===== config.mk =====
export PLATFORM = sky130hd
export DESIGN_NAME = demux_dispatch_ctrl_flat
export DESIGN_NICKNAME = d
export VERILOG_FILES = /design/src/rtl/demux_dispatch_ctrl_if.sv /design/src/rtl/demux_dispatch_ctrl.sv /design/src/flat_wrapper.sv
export SDC_FILE = /design/constraint.sdc
export NUM_CORES = 1
export LEC_CHECK = 0
export CORE_MARGIN = 2
export CORE_UTILIZATION = 44
export CTS_CLUSTER_DIAMETER = 200
export DETAILED_ROUTE_END_ITERATION = 12
export HOLD_SLACK_MARGIN = 0.1
export PLACE_DENSITY = 0.93
export SKIP_LAST_GASP = 1
export SLEW_MARGIN = 5
export SYNTH_ARGS = -nofsm -noshare
export SYNTH_HDL_FRONTEND = slang
export SYNTH_SLANG_ARGS = --single-unit

===== constraint.sdc =====
create_clock -name clk -period 4.6 [get_ports clk]
set_input_delay 0.69 -clock clk [delete_from_list [all_inputs] [get_ports clk]]
set_output_delay 0.69 -clock clk [all_outputs]
set_load 0.005 [all_outputs]

===== src/rtl/demux_dispatch_ctrl_if.sv =====
// Handshake bundle for demux_dispatch_ctrl: one producer stream in, four sink channels out.
// Valid/ready: a beat moves on a rising clk edge where valid and ready are both high; a raised out_valid holds with stable out_data until that edge.
interface demux_dispatch_ctrl_if #(
  parameter int DATA_W = 8
);
  logic              in_valid;
  logic [DATA_W-1:0] in_data;
  logic              in_ready;
  logic [3:0]        out_valid;
  logic [DATA_W-1:0] out_data;
  logic [3:0]        out_ready;

  modport master (
    output in_valid, in_data, out_ready,
    input  in_ready, out_valid, out_data
  );

  modport slave (
    input  in_valid, in_data, out_ready,
    output in_ready, out_valid, out_data
  );
endinterface


===== src/rtl/demux_dispatch_ctrl.sv =====
// 1-to-4 dispatch controller: one holding register steered round-robin or by sel to four sinks.
// Optional stall timeout that discards a stuck beat is enabled by defining DISPATCH_TIMEOUT_EN.
module demux_dispatch_ctrl #(
  parameter int DATA_W  = 8,
  parameter int TIMEOUT = 16
) (
  input  logic                  clk,
  input  logic                  rst_n,
  input  logic                  mode,
  input  logic [1:0]            sel,
  input  logic [3:0]            ch_en,
  demux_dispatch_ctrl_if.slave  bus,
  output logic [1:0]            cur_ch,
  output logic                  busy,
  output logic                  drop
);

  typedef enum logic {
    IDLE = 1'b0,
    SEND = 1'b1
  } state_e;

  if (TIMEOUT < 2) begin : g_bad_timeout
    $error("demux_dispatch_ctrl: TIMEOUT must be at least 2");
  end

  state_e            state_q;
  logic [1:0]        rr_ptr_q;
  logic [1:0]        cur_ch_q;
  logic [3:0]        out_valid_q;
  logic [DATA_W-1:0] out_data_q;
  logic              drop_q;

  logic              cand_ok;
  logic [1:0]        cand_ch;
  logic [1:0]        scan_ch;
  logic              accept;
  logic              complete;

`ifdef DISPATCH_TIMEOUT_EN
  localparam int STALL_W = $clog2(TIMEOUT + 1);
  logic [STALL_W-1:0] stall_q;
`endif

  // Scan downwards so the closest enabled channel at or after rr_ptr wins.
  always_comb begin
    cand_ok = 1'b0;
    cand_ch = 2'd0;
    scan_ch = 2'd0;
    if (mode) begin
      cand_ok = ch_en[sel];
      cand_ch = sel;
    end else begin
      for (int i = 3; i >= 0; i--) begin
        scan_ch = rr_ptr_q + 2'(i);
        if (ch_en[scan_ch]) begin
          cand_ok = 1'b1;
          cand_ch = scan_ch;
        end
      end
    end
  end

  // In SEND a new beat may enter only on the cycle the held one leaves.
  assign complete     = (state_q == SEND) && bus.out_ready[cur_ch_q];
  assign bus.in_ready = cand_ok && ((state_q == IDLE) || bus.out_ready[cur_ch_q]);
  assign accept       = bus.in_valid && bus.in_ready;

  always_ff @(posedge clk) begin
    if (!rst_n) begin
      state_q     <= IDLE;
      rr_ptr_q    <= 2'd0;
      cur_ch_q    <= 2'd0;
      out_valid_q <= 4'b0000;
      out_data_q  <= '0;
      drop_q      <= 1'b0;
`ifdef DISPATCH_TIMEOUT_EN
      stall_q     <= '0;
`endif
    end else begin
      drop_q <= 1'b0;
      if (accept) begin
        state_q     <= SEND;
        cur_ch_q    <= cand_ch;
        out_valid_q <= 4'b0001 << cand_ch;
        out_data_q  <= bus.in_data;
        if (!mode) begin
          rr_ptr_q <= cand_ch + 2'd1;
        end
      end else if (complete) begin
        state_q     <= IDLE;
        out_valid_q <= 4'b0000;
      end
`ifdef DISPATCH_TIMEOUT_EN
      else if ((state_q == SEND) && (stall_q == STALL_W'(TIMEOUT - 1))) begin
        state_q     <= IDLE;
        out_valid_q <= 4'b0000;
        drop_q      <= 1'b1;
      end
      if (accept || complete) begin
        stall_q <= '0;
      end else if (state_q == SEND) begin
        stall_q <= stall_q + 1'b1;
      end
`endif
    end
  end

  assign bus.out_valid = out_valid_q;
  assign bus.out_data  = out_data_q;
  assign cur_ch        = cur_ch_q;
  assign busy          = (state_q == SEND);
  assign drop          = drop_q;

endmodule


===== src/flat_wrapper.sv =====
// flat-port wrapper written by rule: the top's interface ports become plain ports
module demux_dispatch_ctrl_flat 
#(
  parameter int DATA_W  = 8,
  parameter int TIMEOUT = 16
)
  (clk, rst_n, mode, sel, ch_en, cur_ch, busy, drop, bus_in_valid, bus_in_data, bus_out_ready, bus_in_ready, bus_out_valid, bus_out_data);
  demux_dispatch_ctrl_if #(.DATA_W(DATA_W)) bus_i ();
  input  logic clk;
  input  logic rst_n;
  input  logic mode;
  input  logic [1:0] sel;
  input  logic [3:0] ch_en;
  output logic [1:0] cur_ch;
  output logic busy;
  output logic drop;
  input wire logic [$bits(bus_i.in_valid)-1:0] bus_in_valid;
  input wire logic [$bits(bus_i.in_data)-1:0] bus_in_data;
  input wire logic [$bits(bus_i.out_ready)-1:0] bus_out_ready;
  output wire logic [$bits(bus_i.in_ready)-1:0] bus_in_ready;
  output wire logic [$bits(bus_i.out_valid)-1:0] bus_out_valid;
  output wire logic [$bits(bus_i.out_data)-1:0] bus_out_data;
  assign bus_i.in_valid = bus_in_valid;
  assign bus_i.in_data = bus_in_data;
  assign bus_i.out_ready = bus_out_ready;
  assign bus_in_ready = bus_i.in_ready;
  assign bus_out_valid = bus_i.out_valid;
  assign bus_out_data = bus_i.out_data;
  demux_dispatch_ctrl #(.DATA_W(DATA_W), .TIMEOUT(TIMEOUT)) u_core (.clk(clk), .rst_n(rst_n), .mode(mode), .sel(sel), .ch_en(ch_en), .bus(bus_i), .cur_ch(cur_ch), .busy(busy), .drop(drop));
endmodule

=== Word level (Yosys, flattened, before mapping) ===
Index checks and enable logic that the tools add are counted.

* Bits in registers: 17
* Bits of input ports: 22

* $add $sub $neg: 4
* Order comparisons: 6
* Shift operators: 1
* Muxes and demuxes: 26
* Bitwise operators: 2
* Reduce and logical (&&, ||, !) cells: 6

{| class="wikitable"
|+ Operators by type and width
! kind !! number
|-
| $lt 2x3->1 const B || 6
|-
| $mux 1 || 13
|-
| $bmux 1 s2 || 6
|-
| $mux 2 || 5
|-
| $mux 4 || 2
|-
| $add 2x1->2 const B || 2
|-
| $add 2x2->2 const B || 2
|-
| $shl 1x2->4 const A || 1
|-
| $logic_and 1x1->1 || 3
|-
| $not 1->1 || 2
|-
| $reduce_and 2->1 || 1
|-
| $reduce_bool 2->1 || 1
|-
| $logic_or 1x1->1 || 1
|}

=== Depth between registers and ports, before layout ===
* Depth in word-level cells: 11
* Mapped depth: 6
* Mapped depth without buffers: 5

=== Worst setup path before layout ===
No wires, ideal clock.

* Kind: in2out
* From: input port ch_en[1]
* To: output port bus_in_ready
* Arrival: 1.498 ns
* Required time: 3.910 ns
* Setup slack: 2.412 ns
* Stages on the path: 3
* Buffers on the path: 0
* Cells stage by stage: or4_4 -> o22ai_2 -> nor3_1

* Longest elaborated chain between the ends: 8
* Elaborated cells on any way between the ends: 16
* Those cells by class: mux (15); reduce/logical (1)

{| class="wikitable"
|+ Ends and longest elaborated chain
! item !! line !! source
|-
| start: declaration || flat_wrapper.sv:13 || <nowiki>input logic [3:0] ch_en;</nowiki>
|-
| $bmux 1 s2 || demux_dispatch_ctrl.sv:56 || <nowiki>if (ch_en[scan_ch]) begin</nowiki>
|-
| $mux 1 (not written as such) || demux_dispatch_ctrl.sv:56 ||
|-
| $mux 1 (4 in a row) || demux_dispatch_ctrl.sv:56 ||
|-
| $mux 1 (*) || demux_dispatch_ctrl.sv:50 || <nowiki>if (mode) begin</nowiki>
|-
| $logic_and 1x1->1 (*) || demux_dispatch_ctrl.sv:66 || <nowiki>assign bus.in_ready = cand_ok && ((state_q == IDLE) || bus.out_ready[cur_ch_q]);</nowiki>
|-
| end: declaration || flat_wrapper.sv:20 || <nowiki>output wire logic [$bits(bus_i.in_ready)-1:0] bus_in_ready;</nowiki>
|}

Mark *: on every way between the ends. The rest lies on a longest branch, timed or not. The select of a mux whose other input is x is not followed.

=== Worst setup path in the final report ===
* From: input port ch_en[0]
* To: output port bus_in_ready

Same word-level chain as after synthesis.

==> flow_summary.yaml <==
sta:
  post-route-period-util: 0.683
  finalHoldViolations: 0
  slew_violations: 0
  setup_tns_ns: 0
  skew_ns: 0.0119
  finalCriticalPeriod_ns: 3.14
  grt_setup_unrepaired: "no"
  setup_viol_count_final: 0
  relSlewSlack: 0.332
  tightest_slew_ns: 0.995
  fmax_mhz: 318
placed_design:
  port_buffers: 37
  hpwl_mm: 1.52
  gp_congestion: 0.757
  dp.cells: 150
worst_hold_path:
  hp-class: "reg -> reg"
  hold_path_end: "u_core.bus.out_valid[0]"
  holdPathStages: 1
  worstHoldStart: "u_core.bus.out_valid[0]"
critical_path:
  cp-start-kind: "input pin"
  r2r_end: "u_core.cur_ch[1]"
  max_stage_delay_ns: 0.54
  slowest_stage: "or4_4"
  cp.arrival_ns: 2.45
  worstRegToRegCells: 5
  crit_family: "buffers and inverters"
  crit_buf_inv: 2
  cp-end-kind: "primary output"
  crit_top_cell: "clkdlybuf4s50_1"
  crit_required_ns: 3.91
  timing.rr.start: "u_core.cur_ch[0]"
  path_cells: "clkdlybuf4s50_1 > or4_4 > o22ai_2 > nor3_1 > clkdlybuf4s50_1"
  path_max_fanout: 5
  timing.reg2reg.setup_slack_ns: 2.47
  path_class: "in -> out"
grt:
  grt_pass1_wl_mm: 3.43
  met2_usage: 0.322
  grt_start_max_net_pins: 17
  antenna_found_initial: 0
  grt_use_total: 0.181
  grt-ovfl-total: 0
  first_global_vias: 814
  grt_util_met3: 0.0494
  grt_busiest_layer: "met2"
  met1_usage: 0.206
layout:
  final_util: 0.671
  fin_nets: 150
  area.growth.synth_to_final_pct: 46.5
  layout.cells.non_filler: 154
  diodes: 0
  drive_gt1_frac: 0.0866
synthesis:
  synth_cell_types: 28
  synth_top_area_share: 0.387
  synth_warnings: 0
  synth_area_leaders: "dfxtp_1, mux2i_1, nor2b_1"
  syn_area_um2: 880
  yosysTopAreaCell: "dfxtp_1"
  synth_seq_cells: 17
  synth_cells: 89
  synth_seq_area_share: 0.387
  synth_fp_nets: 111
  avgSynthCellArea_um2: 9.88
power:
  p_per_area_nw_per_um2: 269
  seq_power_share: 0.483
  p_clk_frac: 0.233
  p_int_uw: 251
  ir_worst_vdd_uv: 244
  pwr-share-comb: 0.285
  power_leakage_uw: 0.000490
  switching_share: 0.276
  p_sw_uw: 95.8
clock_network:
  clockBufferDepth: 2
  cts_num_sinks: 17
  clock_latency_ns: 0.30
  h-tree-depth: 1
  numCtsBuffers: 3
  ctsHoldBuffers: 0
  cts_tree: "done"
  cts_setup_buffers: 0
  post_cts_resized: 0
  clk_pin_slew_ns: 0.11
  cts_root_buf: "clkbuf_4"
die:
  io_pins: 39
  dieArea_um2: 2370
  start_util: 0.458
  die_w_um: 48.7
  row_count: 16
  die_y_um: 48.7
  core-area_um2: 1920
route:
  ant_nets: 0
  num_vias: 789
  wl_per_cell_um: 12.8
  dr.pass1.iters: 4
  dr.first_iter.drc_count: 12
  drc: 0
  vias_per_cell: 5.12
  routed_wl_mm: 1.96
job:
  cap_violations: 0
status:
  status: "complete, no violations"
cell usage after synthesis:
cell and instances:
nor3_1 2, mux2_2 3, conb_1 1, or4_4 1, a21oi_1 3, nor2b_1 10
clkbuf_1 1, nand2_1 8, xnor2_1 1, o211a_1 3, o2bb2ai_1 4, mux2i_1 10
nor4b_1 1, a311oi_1 1, o31a_1 1, o21ai_0 2, inv_1 3, buf_6 1
nor2_1 3, dfxtp_1 17, a211oi_1 1, nor4_4 1, buf_4 1, o22ai_2 1
o21a_1 1, nand2b_1 6, o22ai_4 1, o41a_1 1
logic make-up after synthesis:
| logic type | synth area share |
|---|---|
| muxes | 0.152 |
| xor gates and xnor gates | 0.00996 |
| DFF | 0.387 |
| and+or+nand+nor | 0.219 |
| buffers and inverters | 0.0384 |
| other | 0.00426 |
| AOI/OAI and AO/OA | 0.189 |
state kept, by name (all words and copies together) (netlist names):
register and count:
u_core.rr_ptr_q 2, u_core.bus.out_data 8, u_core.bus.out_valid 4, u_core.cur_ch 2
u_core.busy 1
worst max-delay path by stage:
stage / from / to / slack (ns) / depth (start not counted)
CTS: ch_en[0] / bus_in_ready / 1.45 / 5
floorplan: ch_en[1] / bus_in_ready / 2.41 / 3
global placement: ch_en[0] / bus_in_ready / 1.48 / 5
detailed placement: ch_en[0] / bus_in_ready / 1.46 / 5
global route: ch_en[0] / bus_in_ready / 1.40 / 5
finish: ch_en[0] / bus_in_ready / 1.46 / 5
stage by stage:
step / hold WS (ns) / worst slack, ns / area (um2) / total power, uW
2_1_floorplan: 0.456 / 2.41 / 880 / 221
3_3_place_gp: 0.459 / 1.48 / 1260 / 267
3_5_place_dp: 0.472 / 1.46 / 1260 / 269
4_1_cts: 0.493 / 1.45 / 1290 / 348
5_1_grt: 0.516 / 1.40 / 1290 / 363
6_report: 0.491 / 1.46 / 1290 / 347
placed cells by master, fill, tap and decap left out, types with 2 or more instances in the layout:
cell type        instances
inv_1                    3
clkdlybuf4s50_1         37
o2bb2ai_1                4
nor2b_1                 10
nor2_1                   3
nand2b_1                 6
dfxtp_1                 17
clkbuf_4                 3
o211a_1                  3
mux2_2                   3
a21oi_1                  3
nand2_1                  8
nor3_1                   2
mux2i_1                 10
o21ai_0                  2
layer usage:
| metal | routed length (um) | share of wire | vias to the layer above |
|---|---|---|---|
| li1 | - | - | 391 |
| met1 | 867 | 0.44 | 362 |
| met2 | 957 | 0.49 | 32 |
| met3 | 119 | 0.061 | 4 |
| met4 | 19 | 0.0097 | 0 |
| met5 | 0 | 0 | - |
power by group through the flow:
stage	logic, uW	clock network, uW	registers, uW
finish	98.8	80.8	167
global placement	97.4	0	170
floorplan	51.4	0	170
CTS	99.5	81.1	167
detailed placement	98.9	0	171
global route	108	85.3	169
cell type report:
type | instances | area (um2)
Clock inverter | 1 | 5.00
Sequential cell | 17 | 340
Multi-Input combinational cell | 66 | 505
Tap cell | 27 | 33.8
Timing Repair Buffer | 37 | 370
Fill cell | 174 | 633
Inverter | 3 | 11.3
Clock buffer | 3 | 22.5
(Power assumes the default switching activity.)
